--- src/rtl/cache_controller.sv ---
// cache_controller: sequences the 2-way data cache and the SRAM controller for the MEM stage.
// Reads hit in the cache with zero stall. Misses fetch a 64-bit line, fill the cache and
// return the requested word. Writes are write-through, no-allocate: invalidate, then SRAM write.
// Optional feature macro: CACHE_PERF_COUNTERS_EN adds saturating hit/miss counters.
module cache_controller #(
    parameter logic [31:0] BASE_ADDR    = 32'd1024,
    parameter int unsigned CACHE_ADDR_W = 19
) (
    input  logic                    clk,
    input  logic                    rst,
    input  logic                    mem_r_en,
    input  logic                    mem_w_en,
    input  logic [31:0]             addr,
    input  logic [31:0]             wdata,
    output logic [31:0]             rdata,
    output logic                    ready,
    output logic [CACHE_ADDR_W-1:0] cache_addr,
    output logic                    cache_r_en,
    output logic                    cache_w_en,
    output logic                    cache_invalidate,
    output logic [63:0]             cache_wdata,
    input  logic                    cache_hit,
    input  logic [31:0]             cache_rdata,
    output logic                    sram_r_en,
    output logic                    sram_w_en,
    output logic [31:0]             sram_addr,
    output logic [31:0]             sram_wdata,
    input  logic [63:0]             sram_rdata,
    input  logic                    sram_ready
`ifdef CACHE_PERF_COUNTERS_EN
    ,
    output logic [31:0]             hit_count,
    output logic [31:0]             miss_count
`endif
);

    typedef enum logic [1:0] {StIdle, StRdMiss, StFill, StWr} state_e;

    state_e      state_q, state_d;
    logic [63:0] line_q, line_d;
    logic [31:0] addr_off;

    // Address translation is purely combinational; the requester holds addr until ready.
    assign addr_off    = addr - BASE_ADDR;
    assign sram_addr   = addr_off;
    assign cache_addr  = addr_off[CACHE_ADDR_W-1:0];
    assign sram_wdata  = wdata;
    assign cache_wdata = line_q;

    // Next-state and output decode; stores win over loads when both are requested.
    always_comb begin
        state_d          = state_q;
        line_d           = line_q;
        ready            = 1'b0;
        rdata            = 32'd0;
        cache_r_en       = 1'b0;
        cache_w_en       = 1'b0;
        cache_invalidate = 1'b0;
        sram_r_en        = 1'b0;
        sram_w_en        = 1'b0;
        unique case (state_q)
            StIdle: begin
                if (mem_w_en) begin
                    cache_invalidate = 1'b1;
                    state_d          = StWr;
                end else if (mem_r_en) begin
                    if (cache_hit) begin
                        cache_r_en = 1'b1;
                        rdata      = cache_rdata;
                        ready      = 1'b1;
                    end else begin
                        state_d = StRdMiss;
                    end
                end else begin
                    ready = 1'b1;
                end
            end
            StRdMiss: begin
                sram_r_en = 1'b1;
                if (sram_ready) begin
                    line_d  = sram_rdata;
                    state_d = StFill;
                end
            end
            StFill: begin
                cache_w_en = 1'b1;
                rdata      = addr[2] ? line_q[63:32] : line_q[31:0];
                ready      = 1'b1;
                state_d    = StIdle;
            end
            StWr: begin
                sram_w_en = 1'b1;
                if (sram_ready) begin
                    ready   = 1'b1;
                    state_d = StIdle;
                end
            end
            default: state_d = StIdle;
        endcase
    end

    // State and line buffer; reset abandons any in-flight SRAM op without filling the cache.
    always_ff @(posedge clk or negedge rst) begin
        if (!rst) begin
            state_q <= StIdle;
            line_q  <= 64'd0;
        end else begin
            state_q <= state_d;
            line_q  <= line_d;
        end
    end

`ifdef CACHE_PERF_COUNTERS_EN
    logic [31:0] hit_count_q, hit_count_d;
    logic [31:0] miss_count_q, miss_count_d;
    logic        hit_evt, miss_evt;

    // Count read hits and misses seen in IDLE, saturating at all-ones.
    always_comb begin
        hit_evt      = (state_q == StIdle) && !mem_w_en && mem_r_en && cache_hit;
        miss_evt     = (state_q == StIdle) && !mem_w_en && mem_r_en && !cache_hit;
        hit_count_d  = hit_count_q;
        miss_count_d = miss_count_q;
        if (hit_evt && (hit_count_q != 32'hFFFF_FFFF)) begin
            hit_count_d = hit_count_q + 32'd1;
        end
        if (miss_evt && (miss_count_q != 32'hFFFF_FFFF)) begin
            miss_count_d = miss_count_q + 32'd1;
        end
    end

    // Counter registers.
    always_ff @(posedge clk or negedge rst) begin
        if (!rst) begin
            hit_count_q  <= 32'd0;
            miss_count_q <= 32'd0;
        end else begin
            hit_count_q  <= hit_count_d;
            miss_count_q <= miss_count_d;
        end
    end

    assign hit_count  = hit_count_q;
    assign miss_count = miss_count_q;
`endif

endmodule

--- config.mk ---
export PLATFORM = sky130hd
export DESIGN_NAME = cache_controller
export DESIGN_NICKNAME = d
export VERILOG_FILES = /design/src/rtl/cache_controller.sv
export SDC_FILE = /design/constraint.sdc
export NUM_CORES = 1
export LEC_CHECK = 0
export CAP_MARGIN = 25
export CORE_AREA = 2 2 137 139
export DETAILED_ROUTE_END_ITERATION = 12
export DIE_AREA = 0 0 139 141
export GPL_TIMING_DRIVEN = 0
export HOLD_SLACK_MARGIN = 0.05
export SLEW_MARGIN = 25
export SYNTH_ARGS = -nofsm -noshare
export SYNTH_HDL_FRONTEND = slang
export SYNTH_SLANG_ARGS = --single-unit
export TNS_END_PERCENT = 30
--- constraint.sdc ---
create_clock -name clk -period 3.6 [get_ports clk]
set_input_delay 1.08 -clock clk [delete_from_list [all_inputs] [get_ports clk]]
set_output_delay 1.08 -clock clk [all_outputs]
set_load 0.03 [all_outputs]
==> out/summary.md, run 1 <==
The flow ran to the end, but the final reports show violations. The checks that failed: setup timing. Total of endpoints with negative setup slack in the final report: 9.

The buffer depth of the longest clock path came out at 2. The post-route worst setup slack is -0.172 ns, and the number of cells in the design after placement is 921. The first-pass GRT wire length is 24700 um.

Along the worst path, the maximum fanout reaches 4. For this block, the initial DRC count from the detailed router was 76. After routing the design area is 8020 um2. Once the floorplan was initialized, standard cells occupied 21.9% of the core. Clock latency on the worst-skew pair, taken at its later pin, is 0.33 ns. The floorplan has 50 rows.

In the final layout, flip-flops and latches occupy 1650 um2. For this run, the detailed router's first-pass iteration total came to 6. In the global route stage, overall resource usage came out at 16.1%.

Count of antenna-violating nets left after detailed routing: 0. Timing analysis after detailed placement gives a worst setup slack of -1.27 ns. In this run the power density over the cells is 739 nW/um2. Measured against its own limit, the worst slew margin works out to 63.9%. In this run the mean area of a mapped cell was 10.6 um2.

The final hold violation count came out at 0. Across the routed clock network, the largest skew measured is 0.00598 ns. The root buffer cell chosen for the clock tree is sky130_fd_sc_hd__clkbuf_16. The HPWL after detailed placement is 12700 um.

In the final layout, the share of cells above drive strength 1 is 38.5%. The top achievable clock speed is 265 MHz. The logs give 351 for the number of ports placed on the die boundary and 4000 um2 for the mapped cell area. The die is 139 um wide.

Buffers inserted during clock tree synthesis total 9. In this run the biggest area consumer among cell types represents 41.3% of the synthesized area. Summing all multi-input logic gate instances after layout gives 2090 um2.

Global routing finished with a remaining overflow of 0. The actual transition at the worst max-transition pin came out at 0.541 ns. Number of slew-limit violations in the final report: 0.

TritonCTS built the clock tree. Startpoint-to-endpoint class of the critical path: in2out. During synthesis, Yosys emitted a total of 0 warnings. Synthesis produced a netlist whose cell count is 378. The die covers 19600 um2. The worst setup path is launched from a primary input. The final layout contains routed wiring with a total length of 16200 um. The H-tree generated during clock tree synthesis spans 3 levels.

For the finished layout, the period the worst path requires is 3.77 ns. The netlist uses 29 different library cells. Setup total negative slack on the finished layout was measured at -0.854 ns. The total via count in the routed design came out at 4045. Routability-driven placement finished with a final weighted congestion of 0.811.

Most common cell after layout, fill and taps aside: sky130_fd_sc_hd__clkdlybuf4s50_1. The layout overhead on the synthesized area works out to 101%. The share of synthesized area occupied by flip-flops and latches was 41.3%. The critical path starts at addr[25]. For the number of global-route vias before repair, the log shows 4331.

The startpoint identified for the worst hold timing path is cache_wdata[53]$_DFFE_PN0P_. The design draws 5.93 mW. In the layout the commonest cells are 229 x sky130_fd_sc_hd__clkdlybuf4s50_1, 94 x sky130_fd_sc_hd__buf_4, 66 x sky130_fd_sc_hd__dfrtp_1, 64 x sky130_fd_sc_hd__mux2_2, 40 x sky130_fd_sc_hd__nand2_1. The share of the clock period used by the worst path is 105%. The cell accounting for the most synthesized area is sky130_fd_sc_hd__dfrtp_1. The maximum ir drop on the vdd rail is 0.431 mV, and the worst hold margin is 0.530 ns. Type of the tightest min-delay check: reg2reg. The die is 141 um tall.

The vias per cell is 4.26. STA classifies the critical path endpoint as an output port. At the end of the flow, the number of nets in the layout was 878.

The worst reg2reg path startpoint is state_q[0]$_DFFE_PN0P_. The standby leakage power was 3.51 nW; the data arrival time at the worst-slack endpoint was 2.69 ns. The clock net in this run drives a total of 66 sinks. The tool flagged a number of max-cap violations equal to 0. Cells fill 43.9% of the core in the end. The run gives 0 as the number of remaining DRC errors.

After detailed placement, the total cell area comes to 7600 um2. Clock-pin slew was measured on the worst setup and hold paths at 0.06 ns. Counting every net in the synthesized netlist gives 545. The layout has 1745 filler cells.

The region available for standard cell placement spans 18300 um2. The number of antenna diodes in the final layout is 0. In the final routed layout, each cell accounts on average for 17.0 um. The number of antenna violations at the first check in global routing is 0. Setup repair after global routing could not meet its margin everywhere. In this run the tool buffered the top-level ports with 308 buffer cells. At the worst endpoint, the required time is 2.52 ns. Synthesis inferred 66 register bits. For the final cell count without fillers, the log shows 950. The pin count of the biggest net entering global routing was 47.

After synthesis, the cell types taking the most area are sky130_fd_sc_hd__dfrtp_1 41%, sky130_fd_sc_hd__mux2_2 18%, sky130_fd_sc_hd__buf_4 11%, sky130_fd_sc_hd__mux2i_1 8.3%, sky130_fd_sc_hd__o21ai_0 4.3%.
## Yosys cell counts, drive strengths merged
library cell,n
and2,2
and2b,1
and4b,1
buf,68
clkbuf,11
dfrtp,66
ha,1
inv,4
mux2,64
mux2i,33
nand2,42
nand2b,2
nand3,2
nand3b,1
nor2,7
nor2b,2
nor3,6
nor3b,2
nor4,4
o21ai,34
o31ai,2
or3,1
or4,3
xnor2,9
xor2,10
## worst paths after layout
path | end | slack, ns | cells after the start
worst max register to register | cache_wdata[47]$_DFFE_PN0P_ | 1.78 | 4
worst max-delay path | sram_addr[30] | -0.17 | 6
worst min-delay path | cache_wdata[53]$_DFFE_PN0P_ | 0.53 | 1
min in group asynchronous | cache_wdata[50]$_DFFE_PN0P_ | 0.65 | 1
max in group asynchronous | cache_wdata[28]$_DFFE_PN0P_ | 2.42 | 2
worst min register to register | cache_wdata[53]$_DFFE_PN0P_ | 0.53 | 1
## cells by family (layout without fill, tap and decap cells)
group	after synthesis	after routing	share of synthesized area [%]
xor gates and xnor gates	19	19	4.16
buffers and inverters	83	421	13.7
and+or+nand+nor	76	76	9.60
DFF	66	66	41.3
adders and majority gates	1	1	0.313
muxes	97	97	26.3
AOI/OAI and AO/OA	36	36	4.63
## layer usage
layer / vias up / track usage, % / share of wire [%]
met5: - / 0 / 0
met2: 222 / 28.7 / 52
met3: 19 / 6.15 / 9.3
li1: 1890 / - / -
met1: 1914 / 17.7 / 37
met4: 0 / 5.05 / 1.9
## registers in the layout, indices dropped and copies added (netlist names)
register     count
cache_wdata     64
state_q          2
## worst max-delay path: stages
cell	delay [ns]
sky130_fd_sc_hd__buf_6	0.09
sky130_fd_sc_hd__or4_4	0.55
sky130_fd_sc_hd__or3_4	0.37
sky130_fd_sc_hd__nor4_4	0.27
sky130_fd_sc_hd__xor2_2	0.18
sky130_fd_sc_hd__buf_6	0.15
## cell type report
cell class	count	area share (%)
Buffer	77	7.28
Tap cell	234	3.65
Clock inverter	6	1.12
Timing Repair Buffer	324	38.2
Inverter	4	0.265
Multi-Input combinational cell	229	26.0
Sequential cell	66	20.6
Clock buffer	10	2.85
## report_power, final
group / internal, mW / switching [mW] / total (mW)
clock: 0.609 / 0.344 / 0.953
sequential: 1.13 / 0.316 / 1.44
combinational: 1.55 / 1.99 / 3.53
## what timing repair did
item,CTS,global route
gates cloned,1,1
endpoints found under the hold margin,0,0
gates resized for setup,404,38
pin swaps,14,14
setup buffers,7,6
endpoints found under the setup margin,63,46
hold buffers,0,0
Note: power is estimated with default switching activity, not from simulation.
==> run 2, diff against run 1 <==
Settings changed: RECOVER_POWER set to 25.
==> out/summary.md, run 2 (same netlist as run 1, synthesis figures left out) <==
The share of the clock period used by the worst path works out to 105% (unchanged). The tools report the count of antenna-violating nets left after detailed routing as 0 (unchanged). For the buffer depth of the longest clock path, the log shows 2 (unchanged). The cell type group with the largest total delay on the critical path was simple AND/OR/NAND/NOR gates (unchanged).

The post-route worst setup slack was -0.172 ns (unchanged); the clock-pin slew reported for the worst setup and hold paths after clock tree synthesis was 0.06 ns (about the same). For the clock latency on the worst-skew pair, the log shows 0.33 ns (about the same). The tools report the startpoint kind of the worst setup timing path as a primary input (unchanged). The final cell count without fillers came out at 950 (unchanged).

The cell type of the slowest stage on the worst timing path is sky130_fd_sc_hd__or4_4 (unchanged). For the maximum ir drop on the vdd rail, the log shows 0.431 mV (about the same). The maximum fanout along the worst path was 4 (unchanged); the first-pass GRT wire length was 24700 um (unchanged). Starting utilization of the core area: 21.9% (unchanged). The master cell of the clock root buffer is sky130_fd_sc_hd__clkbuf_16 (unchanged). Site row count: 50 (unchanged).

The wire length per cell after detailed routing came out at 17.0 um (about the same). The type of the tightest min-delay check was reg2reg (unchanged). Top library cells by usage in the layout, fill and taps aside: 228 x sky130_fd_sc_hd__clkdlybuf4s50_1, 93 x sky130_fd_sc_hd__buf_4, 66 x sky130_fd_sc_hd__dfrtp_1, 64 x sky130_fd_sc_hd__mux2_2, 40 x sky130_fd_sc_hd__nand2_1 (was 229 x sky130_fd_sc_hd__clkdlybuf4s50_1, 94 x sky130_fd_sc_hd__buf_4, 66 x sky130_fd_sc_hd__dfrtp_1, 64 x sky130_fd_sc_hd__mux2_2, 40 x sky130_fd_sc_hd__nand2_1). The tools report the setup skew after layout as 0.00572 ns (was 0.00598 ns). The data required time at the worst endpoint was 2.52 ns (about the same); the fraction of layout instances using a drive strength above 1 was 38.1% (was 38.5%).

The actual transition at the worst max-transition pin came out at 1.19 ns (was 0.541 ns). The layout overhead on the synthesized area came out at 99.9% (was 101%). The final non-filler cell area was 8000 um2 (was 8020 um2); the total clock buffers created by CTS was 9 (unchanged). The normalized max-slew margin came out at 20.6% (was 63.9%). The number of flip-flops under the largest register name is 64 (unchanged), and the data arrival time at the worst-slack endpoint is 2.69 ns (about the same). The count of routing violations after the opening detailed-route iteration is 76 (unchanged), and the pin count of the biggest net entering global routing is 47 (unchanged). The biggest cell delay along the critical path was 0.55 ns (about the same); the HPWL after detailed placement was 12700 um (unchanged). Violated checks: setup timing (unchanged). The tools report the number of H-tree levels as 3 (unchanged).

The antenna diode count came out at 0 (unchanged). The area enclosed by the die boundary was 19600 um2 (unchanged). The run gives 351 (unchanged) as the number of ports placed on the die boundary. The minimum period implied by the final worst setup slack was 3.77 ns (unchanged). The tools report the final core utilization as 43.8% (was 43.9%). Critical path capture point type: an output port (unchanged). The tools report the number of antenna violations at the first check in global routing as 0 (unchanged). The final hold violation count came out at 0 (unchanged). The tools report the remaining global-route overflow as 0 (unchanged).

Die outline height: 141 um (unchanged). Crit path cell chain: buf_6 > or4_4 > or3_4 > nor4_4 > xor2_2 > buf_6 (unchanged). First-pass iteration count of the detailed router: 6 (unchanged).

The total via count in the routed design is 4043 (was 4045), and the power density of the placed cells is 741 nW/um2 (was 739 nW/um2). The most common cell after layout, fill and taps aside was sky130_fd_sc_hd__clkdlybuf4s50_1 (unchanged). For the worst hold margin, the log shows 0.530 ns (about the same). The top achievable clock speed came out at 265 MHz (unchanged). For the net total in the final layout, the log shows 878 (unchanged). The horizontal die dimension is 139 um (unchanged). The run gives 16.1% (unchanged) as the global-route usage over all layers.

The dominant cell type by count on the critical path was sky130_fd_sc_hd__buf_6 (unchanged). The total wire length after detailed routing was 16200 um (about the same); the number of max-cap violations was 0 (unchanged). Total of endpoints with negative setup slack in the final report: 9 (unchanged). The number of buffers added on ports was 308 (unchanged). The instance area at placement came out at 7600 um2 (unchanged). For the final RePlAce weighted congestion, the log shows 0.811 (unchanged). The run gives 4331 (unchanged) as the number of global-route vias before repair. For the standby leakage power, the log shows 3.50 nW (was 3.51 nW). The area of the core is 18300 um2 (unchanged), and the number of cells in the design after placement is 921 (unchanged). The logs give 5.92 mW (was 5.93 mW) for the power after layout and -1.27 ns (unchanged) for the worst setup slack before clock tree synthesis. The number of slew-limit violations in the final report was 0 (unchanged).

The run finished, with violations left. TritonCTS built the clock tree. For the total negative setup slack, the log shows -0.854 ns (unchanged). The startpoint-to-endpoint class of the critical path was in2out (unchanged). The clock sink count is 66 (unchanged).

Setup repair after global routing could not meet its margin everywhere. The number of remaining DRC errors was 0 (unchanged); the vias per cell was 4.26 (about the same). The buffers plus inverters on the worst setup path is 2 (unchanged).
run 2: layout make-up:
class | count | area, um2
Timing Repair Buffer | 324 | 3040
Multi-Input combinational cell | 229 | 2090
Inverter | 4 | 21.3
Sequential cell | 66 | 1650
Fill cell | 1750 | 10300
Clock buffer | 10 | 229
Clock inverter | 6 | 90.1
Buffer | 77 | 582
Tap cell | 234 | 293
run 2: report_power, final:
part           leakage (nW)  internal, mW  switching (mW)  total [mW]
Combinational          2.56          1.54            1.99        3.53
Clock                 0.153         0.609           0.344       0.953
Sequential            0.782          1.13           0.316        1.44
run 2: metal layers:
layer	global-route usage (%)	wire length (um)
met3	6.15	1520
met4	5.05	296
met5	0	0
met1	17.7	6010
met2	28.7	8330
run 2: final timing paths:
path	start	endpoint	slack, ns	cells past startpoint
max	addr[25]	sram_addr[30]	-0.17	6
min	cache_wdata[53]$_DFFE_PN0P_	cache_wdata[53]$_DFFE_PN0P_	0.53	1
max reg2reg	state_q[0]$_DFFE_PN0P_	cache_wdata[19]$_DFFE_PN0P_	1.56	4
min reg2reg	cache_wdata[53]$_DFFE_PN0P_	cache_wdata[53]$_DFFE_PN0P_	0.53	1
max in group asynchronous	rst	cache_wdata[28]$_DFFE_PN0P_	0.85	2
min in group asynchronous	rst	cache_wdata[50]$_DFFE_PN0P_	0.98	1
run 2: repair_timing:
item / in CTS / in global routing
resized for setup: 404 / 38
setup endpoints to repair: 63 / 46
hold buffers: 0 / 0
setup buffers: 7 / 6
pin swaps: 14 / 14
gates cloned: 1 / 1
